File: config.mk
export PLATFORM = sky130hd
export DESIGN_NAME = board_console_ctrl_flat
export DESIGN_NICKNAME = d
export VERILOG_FILES = /design/src/rtl/board_console_ctrl_if.sv /design/src/rtl/board_console_ctrl.sv /design/src/flat_wrapper.sv
export SDC_FILE = /design/constraint.sdc
export NUM_CORES = 1
export LEC_CHECK = 0
export CORE_ASPECT_RATIO = 0.9
export CORE_MARGIN = 5
export CORE_UTILIZATION = 47
export CTS_CLUSTER_SIZE = 10
export DETAILED_ROUTE_END_ITERATION = 10
export PLACE_DENSITY_LB_ADDON = 0.25
export SYNTH_ARGS = -nofsm -noshare
export SYNTH_HDL_FRONTEND = slang
export SYNTH_SLANG_ARGS = --single-unit
export TNS_END_PERCENT = 50
File: constraint.sdc
create_clock -name clk -period 4.9 [get_ports clk]
set_clock_uncertainty 0.05 [all_clocks]
set_input_delay 0.49 -clock clk [delete_from_list [all_inputs] [get_ports clk]]
set_output_delay 0.49 -clock clk [all_outputs]
set_load 0.1 [all_outputs]
File: src/rtl/board_console_ctrl_if.sv
// board_console_ctrl_if: register-file bus between the console and the multi-port regfile
interface board_console_ctrl_if #(
  parameter int ADDR = 5,
  parameter int SIZE = 32
);
  logic [ADDR-1:0] R_Addr_A, R_Addr_B, R_Addr_C, W_Addr;
  logic [SIZE-1:0] R_Data_A, R_Data_B, R_Data_C, W_Data;
  logic            Write_Reg, Clr_Reg;
  modport master (
    output R_Addr_A, R_Addr_B, R_Addr_C, W_Addr, W_Data, Write_Reg, Clr_Reg,
    input  R_Data_A, R_Data_B, R_Data_C
  );
  modport slave (
    input  R_Addr_A, R_Addr_B, R_Addr_C, W_Addr, W_Data, Write_Reg, Clr_Reg,
    output R_Data_A, R_Data_B, R_Data_C
  );
endinterface

File: src/rtl/board_console_ctrl.sv
// board_console_ctrl: debounced switch/button console driving regfile entry and display view
module board_console_ctrl #(
  parameter int SW_W      = 32,
  parameter int ADDR      = 5,
  parameter int SIZE      = 32,
  parameter int DB_CYCLES = 16,
  parameter int NUM_VIEWS = 5
) (
  input  logic                 clk,
  input  logic                 clr_n,
  input  logic [SW_W-1:0]      sw,
  input  logic                 btn_step,
  input  logic                 btn_arm,
  input  logic                 btn_clr,
  input  logic                 btn_disp,
  board_console_ctrl_if.master rf,
  output logic [2:0]           disp_sel,
  output logic [SIZE-1:0]      disp_data,
  output logic [1:0]           phase
);
  localparam int CW = $clog2(DB_CYCLES + 1);
  typedef enum logic [1:0] {S_ADDR = 2'd0, S_DATA = 2'd1, S_COMMIT = 2'd2} state_t;
  state_t          st, nxt;
  logic [3:0]      raw, s1, s2, lvl, lvl_d, pulse;
  logic [CW-1:0]   cnt [4];
  logic            step, arm, clr, disp, we;
  logic [SIZE-1:0] view;
  logic            unused_ok;
  assign raw       = {btn_disp, btn_clr, btn_arm, btn_step};
  assign step      = pulse[0];
  assign arm       = lvl[1];
  assign clr       = pulse[2];
  assign disp      = pulse[3];
  assign unused_ok = ^{sw, pulse[1]};
  // two-flop synchroniser and registered rising-edge pulse of each filtered level
  always_ff @(posedge clk or negedge clr_n)
    if (!clr_n) begin
      s1    <= '0;
      s2    <= '0;
      lvl_d <= '0;
      pulse <= '0;
    end else begin
      s1    <= raw;
      s2    <= s1;
      lvl_d <= lvl;
      pulse <= lvl & ~lvl_d;
    end
  // filtered level follows the synced input only after DB_CYCLES consecutive differing cycles
  always_ff @(posedge clk or negedge clr_n)
    if (!clr_n) begin
      lvl <= '0;
      for (int i = 0; i < 4; i++) cnt[i] <= '0;
    end else begin
      for (int i = 0; i < 4; i++)
        if (s2[i] == lvl[i]) cnt[i] <= '0;
        else if (cnt[i] == CW'(DB_CYCLES - 1)) begin
          cnt[i] <= '0;
          lvl[i] <= s2[i];
        end else cnt[i] <= cnt[i] + 1'b1;
    end
  // entry FSM state register
  always_ff @(posedge clk or negedge clr_n)
    if (!clr_n) st <= S_ADDR;
    else st <= nxt;
  // next state: clear beats step; losing arm mid-entry abandons the write
  always_comb
    nxt = clr              ? S_ADDR :
          (st == S_ADDR)   ? ((step && arm) ? S_DATA : S_ADDR) :
          (st == S_DATA)   ? (!arm ? S_ADDR : step ? (we ? S_COMMIT : S_ADDR) : S_DATA) :
          S_ADDR;
  // strobes and LED phase decoded from state and pulses
  always_comb begin
    rf.Write_Reg = (st == S_COMMIT);
    rf.Clr_Reg   = clr;
    phase        = st;
  end
  // address/data latches, loaded on an armed step that is not overridden by clear
  always_ff @(posedge clk or negedge clr_n)
    if (!clr_n) begin
      rf.R_Addr_A <= '0;
      rf.R_Addr_B <= '0;
      rf.R_Addr_C <= '0;
      rf.W_Addr   <= '0;
      rf.W_Data   <= '0;
      we          <= 1'b0;
    end else if (step && arm && !clr) begin
      if (st == S_ADDR) begin
        rf.R_Addr_A <= sw[ADDR-1:0];
        rf.R_Addr_B <= sw[2*ADDR-1:ADDR];
        rf.R_Addr_C <= sw[3*ADDR-1:2*ADDR];
        rf.W_Addr   <= sw[4*ADDR-1:3*ADDR];
        we          <= sw[SW_W-1];
      end
      if (st == S_DATA) rf.W_Data <= sw[SIZE-1:0];
    end
  // view multiplexer for the display driver
  always_comb
    view = (disp_sel == 3'd0) ? rf.R_Data_A :
           (disp_sel == 3'd1) ? rf.R_Data_B :
           (disp_sel == 3'd2) ? rf.R_Data_C :
           (disp_sel == 3'd3) ? rf.W_Data : '0;
  // view selector cycles on each disp press; display data registered one cycle behind
  always_ff @(posedge clk or negedge clr_n)
    if (!clr_n) begin
      disp_sel  <= '0;
      disp_data <= '0;
    end else begin
      if (disp) disp_sel <= (disp_sel == 3'(NUM_VIEWS - 1)) ? 3'd0 : disp_sel + 3'd1;
      disp_data <= view;
    end
endmodule

File: src/flat_wrapper.sv
// flat-port wrapper written by rule: the top's interface ports become plain ports
module board_console_ctrl_flat 
#(
  parameter int SW_W      = 32,
  parameter int ADDR      = 5,
  parameter int SIZE      = 32,
  parameter int DB_CYCLES = 16,
  parameter int NUM_VIEWS = 5
)
  (clk, clr_n, sw, btn_step, btn_arm, btn_clr, btn_disp, disp_sel, disp_data, phase, rf_R_Addr_A, rf_R_Addr_B, rf_R_Addr_C, rf_W_Addr, rf_W_Data, rf_Write_Reg, rf_Clr_Reg, rf_R_Data_A, rf_R_Data_B, rf_R_Data_C);
  board_console_ctrl_if #(.ADDR(ADDR), .SIZE(SIZE)) rf_i ();
  input  logic clk;
  input  logic clr_n;
  input  logic [SW_W-1:0] sw;
  input  logic btn_step;
  input  logic btn_arm;
  input  logic btn_clr;
  input  logic btn_disp;
  output logic [2:0] disp_sel;
  output logic [SIZE-1:0] disp_data;
  output logic [1:0] phase;
  output wire logic [$bits(rf_i.R_Addr_A)-1:0] rf_R_Addr_A;
  output wire logic [$bits(rf_i.R_Addr_B)-1:0] rf_R_Addr_B;
  output wire logic [$bits(rf_i.R_Addr_C)-1:0] rf_R_Addr_C;
  output wire logic [$bits(rf_i.W_Addr)-1:0] rf_W_Addr;
  output wire logic [$bits(rf_i.W_Data)-1:0] rf_W_Data;
  output wire logic [$bits(rf_i.Write_Reg)-1:0] rf_Write_Reg;
  output wire logic [$bits(rf_i.Clr_Reg)-1:0] rf_Clr_Reg;
  input wire logic [$bits(rf_i.R_Data_A)-1:0] rf_R_Data_A;
  input wire logic [$bits(rf_i.R_Data_B)-1:0] rf_R_Data_B;
  input wire logic [$bits(rf_i.R_Data_C)-1:0] rf_R_Data_C;
  assign rf_R_Addr_A = rf_i.R_Addr_A;
  assign rf_R_Addr_B = rf_i.R_Addr_B;
  assign rf_R_Addr_C = rf_i.R_Addr_C;
  assign rf_W_Addr = rf_i.W_Addr;
  assign rf_W_Data = rf_i.W_Data;
  assign rf_Write_Reg = rf_i.Write_Reg;
  assign rf_Clr_Reg = rf_i.Clr_Reg;
  assign rf_i.R_Data_A = rf_R_Data_A;
  assign rf_i.R_Data_B = rf_R_Data_B;
  assign rf_i.R_Data_C = rf_R_Data_C;
  board_console_ctrl #(.SW_W(SW_W), .ADDR(ADDR), .SIZE(SIZE), .DB_CYCLES(DB_CYCLES), .NUM_VIEWS(NUM_VIEWS)) u_core (.clk(clk), .clr_n(clr_n), .sw(sw), .btn_step(btn_step), .btn_arm(btn_arm), .btn_clr(btn_clr), .btn_disp(btn_disp), .rf(rf_i), .disp_sel(disp_sel), .disp_data(disp_data), .phase(phase));
endmodule
After elaboration in Yosys (flattened, before gate mapping)
Cells that the tools add are included.

cells by class
  equal/unequal tests = 14
  mux-type cells = 20
  reduce and logical (&&, ||, !) cells = 11
  $add $sub $neg = 5
  bitwise operators = 6

operator list
  operator             number
  $mux 32              4
  $mux 5               8
  $add 5x1->5 const B  4
  $eq 5x4->1 const B   4
  $mux 2               6
  $reduce_and 2->1     6
  $eq 3x2->1 const B   2
  $and 4x4->4          1
  $eq 1x1->1           4
  $not 1->1            4
  $not 4->4            1
  $add 3x1->3 const B  1
  $eq 3x1->1 const B   1
  $eq 3x3->1 const B   1
  $logic_not 3->1      1
  $mux 3               1
  $eq 2x1->1 const B   1
  $eq 2x2->1 const B   1
  $logic_and 1x1->1    2
  $logic_not 2->1      1
  $logic_not 1->1      1
  $mux 1               1

storage, ports and cells
  bits of input ports = 134
  bits in registers = 130

Depth between registers and ports, before layout
  depth after elaboration = 6
  mapped depth = 8

Worst setup path after synthesis
Ideal clock, no wire load.

  path kind = flip-flop to output port
  start point = reg u_core.st[1], in the netlist u_core.phase[1]
  end point = out rf_Write_Reg
  data arrival time = 2.372 ns
  buffers on the path = 0
  stages on the path, launching flop included = 2
  path slack = 1.988 ns
  required time = 4.360 ns
  cell sequence = dfrtp_1 -> nor2b_1

between the ends
  cells in the longest elaborated chain, start to end = 1

ends and longest elaborated chain
  element                 RTL line                  source
  start, declared         board_console_ctrl.sv:23  state_t st, nxt;
  start signal, assigned  board_console_ctrl.sv:64  else st <= nxt;
  $eq 2x2->1              board_console_ctrl.sv:73  rf.Write_Reg = (st == S_COMMIT);
  end, declared           flat_wrapper.sv:27        output wire logic [$bits(rf_i.Write_Reg)-1:0] rf_Write_Reg;

No other way between the ends.

Worst setup path in the final report
  start point = reg u_core.disp_sel[2]
  end point = out disp_sel[2]

RTL lines
  element                 RTL line                   source
  start, declared         board_console_ctrl.sv:17   output logic [2:0] disp_sel,
  start signal, assigned  board_console_ctrl.sv:108  if (disp) disp_sel <= (disp_sel == 3'(NUM_VIEWS - 1)) ? 3'd0 : disp_sel + 3'd1;
  end, declared           flat_wrapper.sv:19         output logic [2:0] disp_sel;

No word-level cell between the ends.

==> Flow_metrics.wiki <==
{| class="wikitable"
! Metric !! Value
|-
| Area of the mapped netlist || 0.00567 sq mm
|-
| Buffer count from post-CTS setup fixing || 0
|-
| Y dimension of the die || 114 um
|-
| Max Transition Viols Final || 0
|-
| Fraction of layout cells with a size suffix above 1 || 0.171
|-
| All-Layer GR Usage || 0.238
|-
| Power density of the placed cells || 355 mW/mm^2
|-
| Endpoint type of the worst setup path || output port
|-
| Per-cell routed wire length || 19.8 um
|-
| Result of the run || completed
|-
| Leading area contributor after synthesis || dfrtp_1
|-
| Num Clock Sinks || 128
|-
| Synth-to-Final Area Change || 53.8%
|-
| Antenna violations before repair || 0
|-
| Area share of the largest cell type after synthesis || 0.565
|-
| Routability cong. || 0.861
|-
| Pin count of the biggest net entering global routing || 88
|-
| Number of port buffers || 224
|-
| CTS max path bufs || 2
|-
| Slowest cell on the critical path || clkdlybuf4s50_1
|-
| Hold-fix buffers, CTS || 0
|-
| DR vias || 4,446
|-
| Mean instance size in the synthesized netlist || 12.6 sq um
|-
| Ant. Diodes || 0
|-
| Initial core utilization || 0.475
|-
| Detail Placement HPWL || 12.0 mm
|-
| Final Hold Fails || 0
|-
| Sequential cell area fraction in the yosys report || 0.565
|-
| TritonCTS clock tree || yes
|-
| Count of different cell masters after synthesis || 34
|-
| Final min period || 2.72 ns
|-
| FF+latch count, synth || 128
|-
| Async set-reset flop share out of synthesis || 1.00
|-
| Number of global-route vias before repair || 4,728
|-
| Largest stage delay on the critical path || 1.23 ns
|-
| Prevailing post-synth register cell || dfrtp_1
|-
| Largest delay contributor family on the critical path || buffers and inverters
|-
| DRT Pass-1 Iters || 4
|-
| Transition time at the pin with the least slew margin || 1.16 ns
|-
| Die Span X || 126 um
|-
| Total overflow reported by the global router || 0
|-
| Buffers plus inverters on the worst setup path || 1
|-
| Root buffer cell || clkbuf_16
|-
| Sort of element at the start of the critical path || flip-flop
|-
| Instance count of the mapped netlist || 452
|-
| Number of max-cap violations || 0
|-
| Iteration-0 DRC count of the detailed router || 241
|-
| Setup repair after global routing missed its margin || no
|-
| Max rail drop VDD || 0.296 mV
|-
| Max FO, Critical Path || 10
|-
| H-Tree Depth || 4
|-
| Global-route wire length before repair || 26.3 mm
|-
| Average via count per standard cell || 5.26
|-
| Die area || 0.0144 sq mm
|-
| Total I/O pin count || 225
|-
| Headroom to the max-slew limit || 0.225
|-
| Routed wire length || 16.8 mm
|-
| Post-cts repair resize count || 0
|-
| Clock Pin Slew Worst Setup and Hold Paths || 0.06 ns
|-
| Net count, final || 816
|-
| Leakage power figure || 3.71 nW
|-
| Type of the worst min-delay path || in2async
|-
| Max Freq || 0.367 GHz
|-
| CTS Buf Count || 17
|-
| Number of routed nets with antenna violations || 0
|-
| Tcrit/Tclk final || 0.556
|-
| Top cells by area, synth || dfrtp_1 56%, mux2_2 11%, a221oi_2 5.3%
|-
| Clock latency on the worst-skew pair || 0.42 ns
|-
| Count of yosys warnings during synthesis || 0
|-
| Setup Total Neg Slack || 0 ns
|-
| Data required, critical path || 4.36 ns
|-
| Post-synth EDFFs || 0
|-
| Setup violations, final || 0
|-
| Data arrival at the endpoint of the critical path || 2.18 ns
|-
| Classification of the worst setup path || reg2out
|-
| Count of standard-cell rows || 38
|-
| Core Footprint || 0.0119 sq mm
|-
| Total DRC errors in the routed layout || 0
|-
| Post-Syn Nets || 595
|-
| Cell Chain, Critical Path || clkdlybuf4s50_1
|-
| Layout Utilization || 0.731
|}
-- state kept, by name (all words and copies together), names as in the netlist, 4 cells and up --
register and count:
u_core.s1 4, u_core.rf.W_Addr 5, u_core.rf.R_Addr_C 5, u_core.rf.R_Addr_B 5, u_core.rf.W_Data 32, u_core.rf.R_Addr_A 5, u_core.lvl 4, u_core.s2 4
u_core.disp_data 32, u_core.cnt 20
-- report_power, final --
part / switching, mW / internal [mW]
Combinational: 0.296 / 0.177
Sequential: 0.0239 / 1.10
Clock: 0.446 / 1.06
Total: 0.766 / 2.33
-- kinds of logic after synthesis --
kind of cell,synth area share
flip-flops,0.565
AND/OR/NAND/NOR,0.118
buffers and inverters,0.0320
XOR/XNOR,0.0201
multiplexers,0.159
adder cells (fa/ha/maj),0.0199
AO/OA/AOI/OAI,0.0860
-- Yosys cell counts (6+ instances only) --
| cell type | n |
|---|---|
| ha_1 | 9 |
| a221oi_1 | 6 |
| nand2_1 | 33 |
| mux2i_1 | 26 |
| nand3_1 | 11 |
| nor2_1 | 42 |
| xor2_1 | 12 |
| buf_2 | 13 |
| o21ai_0 | 8 |
| mux2_2 | 57 |
| inv_1 | 12 |
| nand2b_1 | 27 |
| a221oi_2 | 20 |
| dfrtp_1 | 128 |
| clkbuf_1 | 7 |
-- layout make-up --
type / instances / area, sq um
Clock buffer: 22 / 484
Inverter: 12 / 45.0
Tap cell: 160 / 200
Timing Repair Buffer: 227 / 2260
Sequential cell: 128 / 3200
Clock inverter: 10 / 228
Fill cell: 813 / 3210
Multi-Input combinational cell: 287 / 2300
-- layer usage --
layer	routed length, um	vias to the layer above	global-route usage	share of wire
li1	-	2039	-	-
met1	6840	2183	0.289	0.41
met2	8220	185	0.390	0.49
met3	1210	39	0.0835	0.072
met4	503	0	0.0994	0.030
met5	0	-	0	0
-- through the flow --
stage	cells	total power [mW]	hold slack (ns)	setup slack [ns]	cell area [sq um]
finish	846	3.10	0.240	2.18	8720
global route	846	3.20	0.303	2.04	8720
CTS	846	3.13	0.275	2.14	8720
detailed placement	814	1.61	0.285	2.26	8010
global placement	814	1.60	0.283	2.42	8010
floorplan	452	1.40	0.144	1.99	5670
-- worst paths after layout --
path / from / to / slack [ns] / cells past startpoint
setup reg to reg: u_core.disp_sel[2]$_DFFE_PN0P_ / u_core.disp_data[7]$_DFF_PN0_ / 2.22 / 4
max in group asynchronous: clr_n / u_core.s2[1]$_DFF_PN0_ / 3.43 / 2
setup / recovery: u_core.disp_sel[2]$_DFFE_PN0P_ / disp_sel[2] / 2.18 / 1
hold / removal: clr_n / u_core.rf.W_Data[27]$_DFFE_PN0P_ / 0.24 / 1
min in group clk: u_core.s1[2]$_DFF_PN0_ / u_core.s2[2]$_DFF_PN0_ / 0.30 / 0
hold reg to reg: u_core.s1[2]$_DFF_PN0_ / u_core.s2[2]$_DFF_PN0_ / 0.30 / 0
-- cells in the final DEF, fill, tap and decap left out, types with 2 or more instances in the layout --
| cell | count |
|---|---|
| a221oi_1 | 6 |
| clkdlybuf4s50_1 | 223 |
| and2_1 | 5 |
| nand3_1 | 11 |
| bufinv_16 | 7 |
| ha_1 | 8 |
| clkbuf_8 | 4 |
| clkinv_2 | 2 |
| buf_4 | 4 |
| nor2_1 | 41 |
| inv_1 | 12 |
| o21ai_0 | 8 |
| dfrtp_1 | 128 |
| clkbuf_16 | 17 |
| xor2_1 | 12 |
| a32oi_1 | 5 |
| a221oi_2 | 20 |
| nand2b_1 | 27 |
| nor2b_1 | 5 |
| mux2_2 | 57 |
| mux2i_1 | 26 |
| and3_1 | 5 |
| o211ai_1 | 5 |
| nand2_1 | 32 |
Power figures use the tool's default switching activity.
